$ cat src/rtl/spi_ctrl_pkg.sv
// Shared widths and FSM state type for the SPI mode-0 master controller.
package spi_ctrl_pkg;

    localparam int unsigned LenW  = 4;
    localparam int unsigned DivW  = 8;
    localparam int unsigned DataW = 16;

    typedef enum logic [2:0] {
        StIdle,
        StSetup,
        StLow,
        StHigh,
        StHold,
        StResp
    } spi_state_e;

endpackage

$ cat src/rtl/spi_ctrl_phase_timer.sv
// Phase timer: loads D-1 on every state change and flags the last cycle of the phase.
module spi_ctrl_phase_timer
    import spi_ctrl_pkg::*;
(
    input  logic            clock,
    input  logic            reset,
    input  logic            i_load,
    input  logic [DivW-1:0] i_div,
    output logic            o_phase_done
);

    logic [DivW-1:0] r_cnt;

    // Count down from the loaded divider value; holds at zero until the next load.
    always_ff @(posedge clock) begin
        if (reset) begin
            r_cnt <= '0;
        end else if (i_load) begin
            r_cnt <= i_div;
        end else if (r_cnt != '0) begin
            r_cnt <= r_cnt - DivW'(1);
        end
    end

    assign o_phase_done = (r_cnt == '0);

endmodule

$ cat src/rtl/spi_ctrl.sv
// SPI mode-0 master: one request in, one response out, programmable length and SCK divider.
// Optional build macro SPI_CTRL_LSB_FIRST_EN switches the shift order to LSB-first.
module spi_ctrl
    import spi_ctrl_pkg::*;
(
    input  logic             clock,
    input  logic             reset,
    input  logic             req_valid,
    output logic             req_ready,
    input  logic [DataW-1:0] req_data,
    input  logic [LenW-1:0]  req_len,
    input  logic [DivW-1:0]  req_div,
    output logic             rsp_valid,
    input  logic             rsp_ready,
    output logic [DataW-1:0] rsp_data,
    output logic             busy,
    output logic             sck,
    output logic             ss,
    output logic             mosi,
    input  logic             miso
);

    spi_state_e       r_state;
    logic [DataW-1:0] r_tx;
    logic [DataW-1:0] r_rx;
    logic [LenW-1:0]  r_len;
    logic [DivW-1:0]  r_div;
    logic [LenW-1:0]  r_bit_cnt;
    logic             r_sck;
    logic             r_ss;
    logic             r_mosi;
    logic             r_rsp_valid;
    logic [DataW-1:0] r_rsp_data;

    logic             w_accept;
    logic             w_timed;
    logic             w_phase_done;
    logic             w_load;
    logic [DivW-1:0]  w_load_div;
    logic             w_first_bit;
    logic             w_next_bit;
    logic [DataW-1:0] w_rx_next;

    assign w_accept   = (r_state == StIdle) && req_valid;
    assign w_timed    = (r_state == StSetup) || (r_state == StLow) ||
                        (r_state == StHigh) || (r_state == StHold);
    assign w_load     = w_accept || (w_timed && w_phase_done);
    // The divider is not latched yet on the accept cycle, so feed it straight through.
    assign w_load_div = (r_state == StIdle) ? req_div : r_div;

`ifdef SPI_CTRL_LSB_FIRST_EN
    assign w_first_bit = req_data[0];
    assign w_next_bit  = r_tx[r_bit_cnt + LenW'(1)];

    // Sampled bit k lands at rsp_data[k].
    always_comb begin
        w_rx_next            = r_rx;
        w_rx_next[r_bit_cnt] = miso;
    end
`else
    assign w_first_bit = req_data[req_len];
    assign w_next_bit  = r_tx[r_len - r_bit_cnt - LenW'(1)];
    // Shift in from the bottom so the first sample ends up at rsp_data[req_len].
    assign w_rx_next   = {r_rx[DataW-2:0], miso};
`endif

    spi_ctrl_phase_timer u_phase_timer (
        .clock        (clock),
        .reset        (reset),
        .i_load       (w_load),
        .i_div        (w_load_div),
        .o_phase_done (w_phase_done)
    );

    // Transfer FSM; all bus and response outputs are registered alongside the state.
    always_ff @(posedge clock) begin
        if (reset) begin
            r_state     <= StIdle;
            r_tx        <= '0;
            r_rx        <= '0;
            r_len       <= '0;
            r_div       <= '0;
            r_bit_cnt   <= '0;
            r_sck       <= 1'b0;
            r_ss        <= 1'b1;
            r_mosi      <= 1'b1;
            r_rsp_valid <= 1'b0;
            r_rsp_data  <= '0;
        end else begin
            unique case (r_state)
                StIdle: begin
                    if (req_valid) begin
                        r_tx      <= req_data;
                        r_rx      <= '0;
                        r_len     <= req_len;
                        r_div     <= req_div;
                        r_bit_cnt <= '0;
                        r_ss      <= 1'b0;
                        r_sck     <= 1'b0;
                        r_mosi    <= w_first_bit;
                        r_state   <= StSetup;
                    end
                end
                StSetup, StLow: begin
                    if (w_phase_done) begin
                        r_sck   <= 1'b1;
                        r_rx    <= w_rx_next;
                        r_state <= StHigh;
                    end
                end
                StHigh: begin
                    if (w_phase_done) begin
                        r_sck <= 1'b0;
                        if (r_bit_cnt == r_len) begin
                            r_state <= StHold;
                        end else begin
                            r_bit_cnt <= r_bit_cnt + LenW'(1);
                            r_mosi    <= w_next_bit;
                            r_state   <= StLow;
                        end
                    end
                end
                StHold: begin
                    if (w_phase_done) begin
                        r_ss        <= 1'b1;
                        r_mosi      <= 1'b1;
                        r_rsp_valid <= 1'b1;
                        r_rsp_data  <= r_rx;
                        r_state     <= StResp;
                    end
                end
                StResp: begin
                    if (rsp_ready) begin
                        r_rsp_valid <= 1'b0;
                        r_state     <= StIdle;
                    end
                end
                default: begin
                    r_state <= StIdle;
                end
            endcase
        end
    end

    assign req_ready = (r_state == StIdle);
    assign busy      = (r_state != StIdle);
    assign rsp_valid = r_rsp_valid;
    assign rsp_data  = r_rsp_data;
    assign sck       = r_sck;
    assign ss        = r_ss;
    assign mosi      = r_mosi;

endmodule

$ cat config.mk
export PLATFORM = sky130hd
export DESIGN_NAME = spi_ctrl
export DESIGN_NICKNAME = d
export VERILOG_FILES = /design/src/rtl/spi_ctrl_pkg.sv /design/src/rtl/spi_ctrl_phase_timer.sv /design/src/rtl/spi_ctrl.sv
export SDC_FILE = /design/constraint.sdc
export NUM_CORES = 1
export LEC_CHECK = 0
export CAP_MARGIN = 20
export CORE_MARGIN = 3
export CORE_UTILIZATION = 55
export CTS_BUF_LIST = sky130_fd_sc_hd__clkbuf_4 sky130_fd_sc_hd__clkbuf_8
export DETAILED_ROUTE_END_ITERATION = 10
export HOLD_SLACK_MARGIN = 0.08
export MAX_ROUTING_LAYER = met4
export PLACE_DENSITY = 0.79
export SYNTH_ARGS = -nofsm -noshare
export SYNTH_HDL_FRONTEND = slang
export SYNTH_SLANG_ARGS = --single-unit
$ cat constraint.sdc
create_clock -name clock -period 2.14 [get_ports clock]
set_input_delay 0.214 -clock clock [delete_from_list [all_inputs] [get_ports clock]]
set_output_delay 0.214 -clock clock [all_outputs]
set_load 0.02 [all_outputs]
==> impl_results.md <==
- Max Clock Skew: 0.008209 ns
- Post-route DRC: 0
- Crit path DAT: 2.27 ns
- Period minus WS final: 2.038 ns
- Placed inst area: 0.004447 sq mm
- Critical Path Fanout Max: 4
- Max-slew violation count: 0
- DP HPWL: 6291 um
- Nets: 546
- Sw frac: 36.04%
- Multiplexer share of the synthesized area: 7.680%
- Total chip power: 0.004975 W
- Worst r2r path cells: 8
- CTS tree: built
- Design Area, Final: 0.004674 sq mm
- Die area: 0.007871 sq mm
- First-pass DRT Iterations: 5
- Hold crit path type: in -> reg
- Reg power frac: 35.7%
- # rows: 29
- Outcome: finished, final reports clean
- Clock share of power: 22.9%
- Crit path kind: reg -> reg
- Synthesized instance count: 450
- Largest net degree at the start of global routing: 36
- CTS root buf: clkbuf_8
- Max VDD drop: 0.0005840 V
- TritonCTS Buffers: 9
- Fraction of layout instances using a drive strength above 1: 13.50%
- Reported net switching power: 0.001793 W
- Port Buffers: 54
- FFs w/ async S/R, synth: 0%
- Vert. Die Dim: 88.72 um
- Post-Synth XOR/XNOR Area: 2.560%
- Clock Pin Slew Worst Setup and Hold Paths: 0.08 ns
- Normalized max-slew margin: 57.39%
- Final antenna-violating net count: 0
- Wire per inst: 15.62 um
- Post-synth EDFFs: 0
- Starting Density: 57.95%
- Total grt overflow: 0
- First-pass GRT wire length: 15180 um
- Element type at the critical path start: flop
- Synth cell types: 49
- Total GRT Usage: 25.53%
- CTS Buffer Depth: 2
- Power Dens Cells: 1064 mW/mm^2
- Hold Fails Final Rpt: 0
- N_diodes: 0
- Routability congestion estimate: 0.8531
- Crit. End Element: flop
- Compound-Gate Fraction of Synth Area: 15.76%
- Synth Cell Area: 0.003764 sq mm
- Sequential area share after synthesis: 42.02%
- Main combinational cell family by area after synthesis: simple AND/OR/NAND/NOR gates
- Min Hold Slack: 0.3664 ns
- RSZ-0062 raised after global routing: true
- Final setup fails: 0
- Synth Area in Simple Gates: 24.87%
- Top-Level Pins: 55
- Clock Sinks: 79
- Post-synthesis adder-cell area fraction: 2.527%
- Post-synth top flop: dfxtp_1
- Hold Path Depth: 2
- Final wirelength: 9185 um
- Syn nets: 490
- Initial antenna violation count: 0
- CTS HTree Levels: 3
- Cell Int Power: 0.003182 W
- #FFs+latches synth: 79
- Synth Warn #: 0
- Comb pwr share: 41.5%
- Starting DRC count in detailed routing: 218
- Filler instances: 519
- Via density: 5.745
- Least-Margin Pin Slew: 0.6392 ns
- Max_cap viols: 0
- Peak Freq: 490.7 MHz
- Core area: 0.006495 sq mm
- Mean Syn Cell Area: 8.364 sq um
- Vias post-DR: 3378
- Leak: 1.693 nW
- Required @ worst endpoint: 2.37 ns
- Die width: 88.72 um
- Vias in the first global route: 3195
- Tcrit/Tclk final: 95.23%
- Synthesis-to-layout area growth: 24.20%
- Later-pin clock latency in the skew report: 0.36 ns
- Setup TNS: 0 ns
-- Yosys cell counts, types with 4 or more instances --
library cell / count / area, sq um
a21oi_1: 66 / 330.3
a21oi_2: 9 / 78.83
buf_2: 6 / 30.03
clkbuf_1: 21 / 78.83
dfxtp_1: 79 / 1582
ha_1: 6 / 75.07
inv_1: 7 / 26.28
mux2i_1: 12 / 120.1
mux4_2: 7 / 157.7
nand2_1: 100 / 375.4
nand2b_1: 19 / 118.9
nand3_1: 23 / 115.1
nor2_1: 12 / 45.04
nor3_1: 10 / 50.05
o21ai_0: 4 / 20.02
xnor2_1: 7 / 61.31
xor2_1: 4 / 35.03
-- per-stage QoR --
stage | worst slack, ns | utilization (%) | std cells
4_1_cts | 0.008446 | 71.60 | 587
6_report | 0.1021 | 71.97 | 588
3_5_place_dp | -0.1301 | 68.46 | 571
3_3_place_gp | -0.04941 | 68.46 | 571
2_1_floorplan | 0.2057 | - | 450
5_1_grt | -0.03680 | 71.97 | 588
-- cells by family (layout without fill, tap and decap cells) --
group,Yosys count,in the layout
simple gates,195,195
xor+xnor,11,11
mux,20,20
fa+ha+maj,7,7
buf+inv,40,101
compound gates,98,98
flops,79,79
-- final cells by class --
type                       count  area [sq um]  share of cell area (%)
sequential                    79          1583                   33.86
timing repair buffer          78         739.5                   15.82
tap                           77         96.34                   2.061
clock inverter                 6         67.56                   1.445
clock buffer                  10         137.6                   2.944
inverter                       7         26.28                  0.5621
multi-input combinational    331          2024                   43.31
-- power by group through the flow --
| stage | logic, W | registers, W | clock network (W) |
|---|---|---|---|
| 2_1_floorplan | 0.00141 | 0.00179 | 0 |
| 3_3_place_gp | 0.00198 | 0.00179 | 0 |
| 3_5_place_dp | 0.00201 | 0.00180 | 0 |
| 4_1_cts | 0.00202 | 0.00177 | 0.00116 |
| 5_1_grt | 0.00228 | 0.00179 | 0.00122 |
| 6_report | 0.00206 | 0.00177 | 0.00114 |
-- routing by layer --
metal,share of wire [%],GRT usage [%],vias to the layer above
li1,-,-,1664
met1,44,33.14,1596
met2,49,39.27,104
met3,5.0,5.400,14
met4,1.3,9.203,0
met5,0,-,-
-- state kept, by name (all words and copies together) (netlist names), 3 cells and up --
name and count:
r_len 4, r_div 8, rsp_data 16, r_bit_cnt 4, r_tx 16, u_phase_timer.r_cnt 8
r_rx 16, r_state 3
-- layout by cell type, fill, tap and decap left out, types with 6 or more instances in the layout --
cell type	instances
nand3_1	23
buf_4	22
a21oi_1	66
mux2i_1	12
dfxtp_1	78
nor2_1	12
inv_1	6
xnor2_1	7
nor3_1	10
mux4_2	7
clkbuf_8	10
a21oi_2	9
clkdlybuf4s50_1	52
nand2b_1	19
nand2_1	100
-- critical path, stage by stage, from the launching register on --
cell and delay (ns):
dfxtp_2 0.34, inv_2 0.05, ha_4 0.15, fa_2 0.60
mux4_2 0.30, mux2i_1 0.19, nor2_1 0.07, mux2i_1 0.13
a31oi_1 0.08
-- repair_timing --
item / in CTS / in global routing
setup endpoints to repair: 1 / 16
pin swaps: 0 / 2
gates resized for setup: 1 / 5
cloned: 0 / 0
hold endpoints to repair: 0 / 0
buffers inserted: 0 / 1
hold buffers: 0 / 0
-- final timing paths --
kind	startpoint	end	slack, ns
max reg2reg	r_bit_cnt[0]	mosi	0.10
min reg2reg	rsp_data[5]	rsp_data[5]	0.45
max	r_bit_cnt[0]	mosi	0.10
min	reset	u_phase_timer.r_cnt[7]	0.37
(Power assumes the default switching activity.)
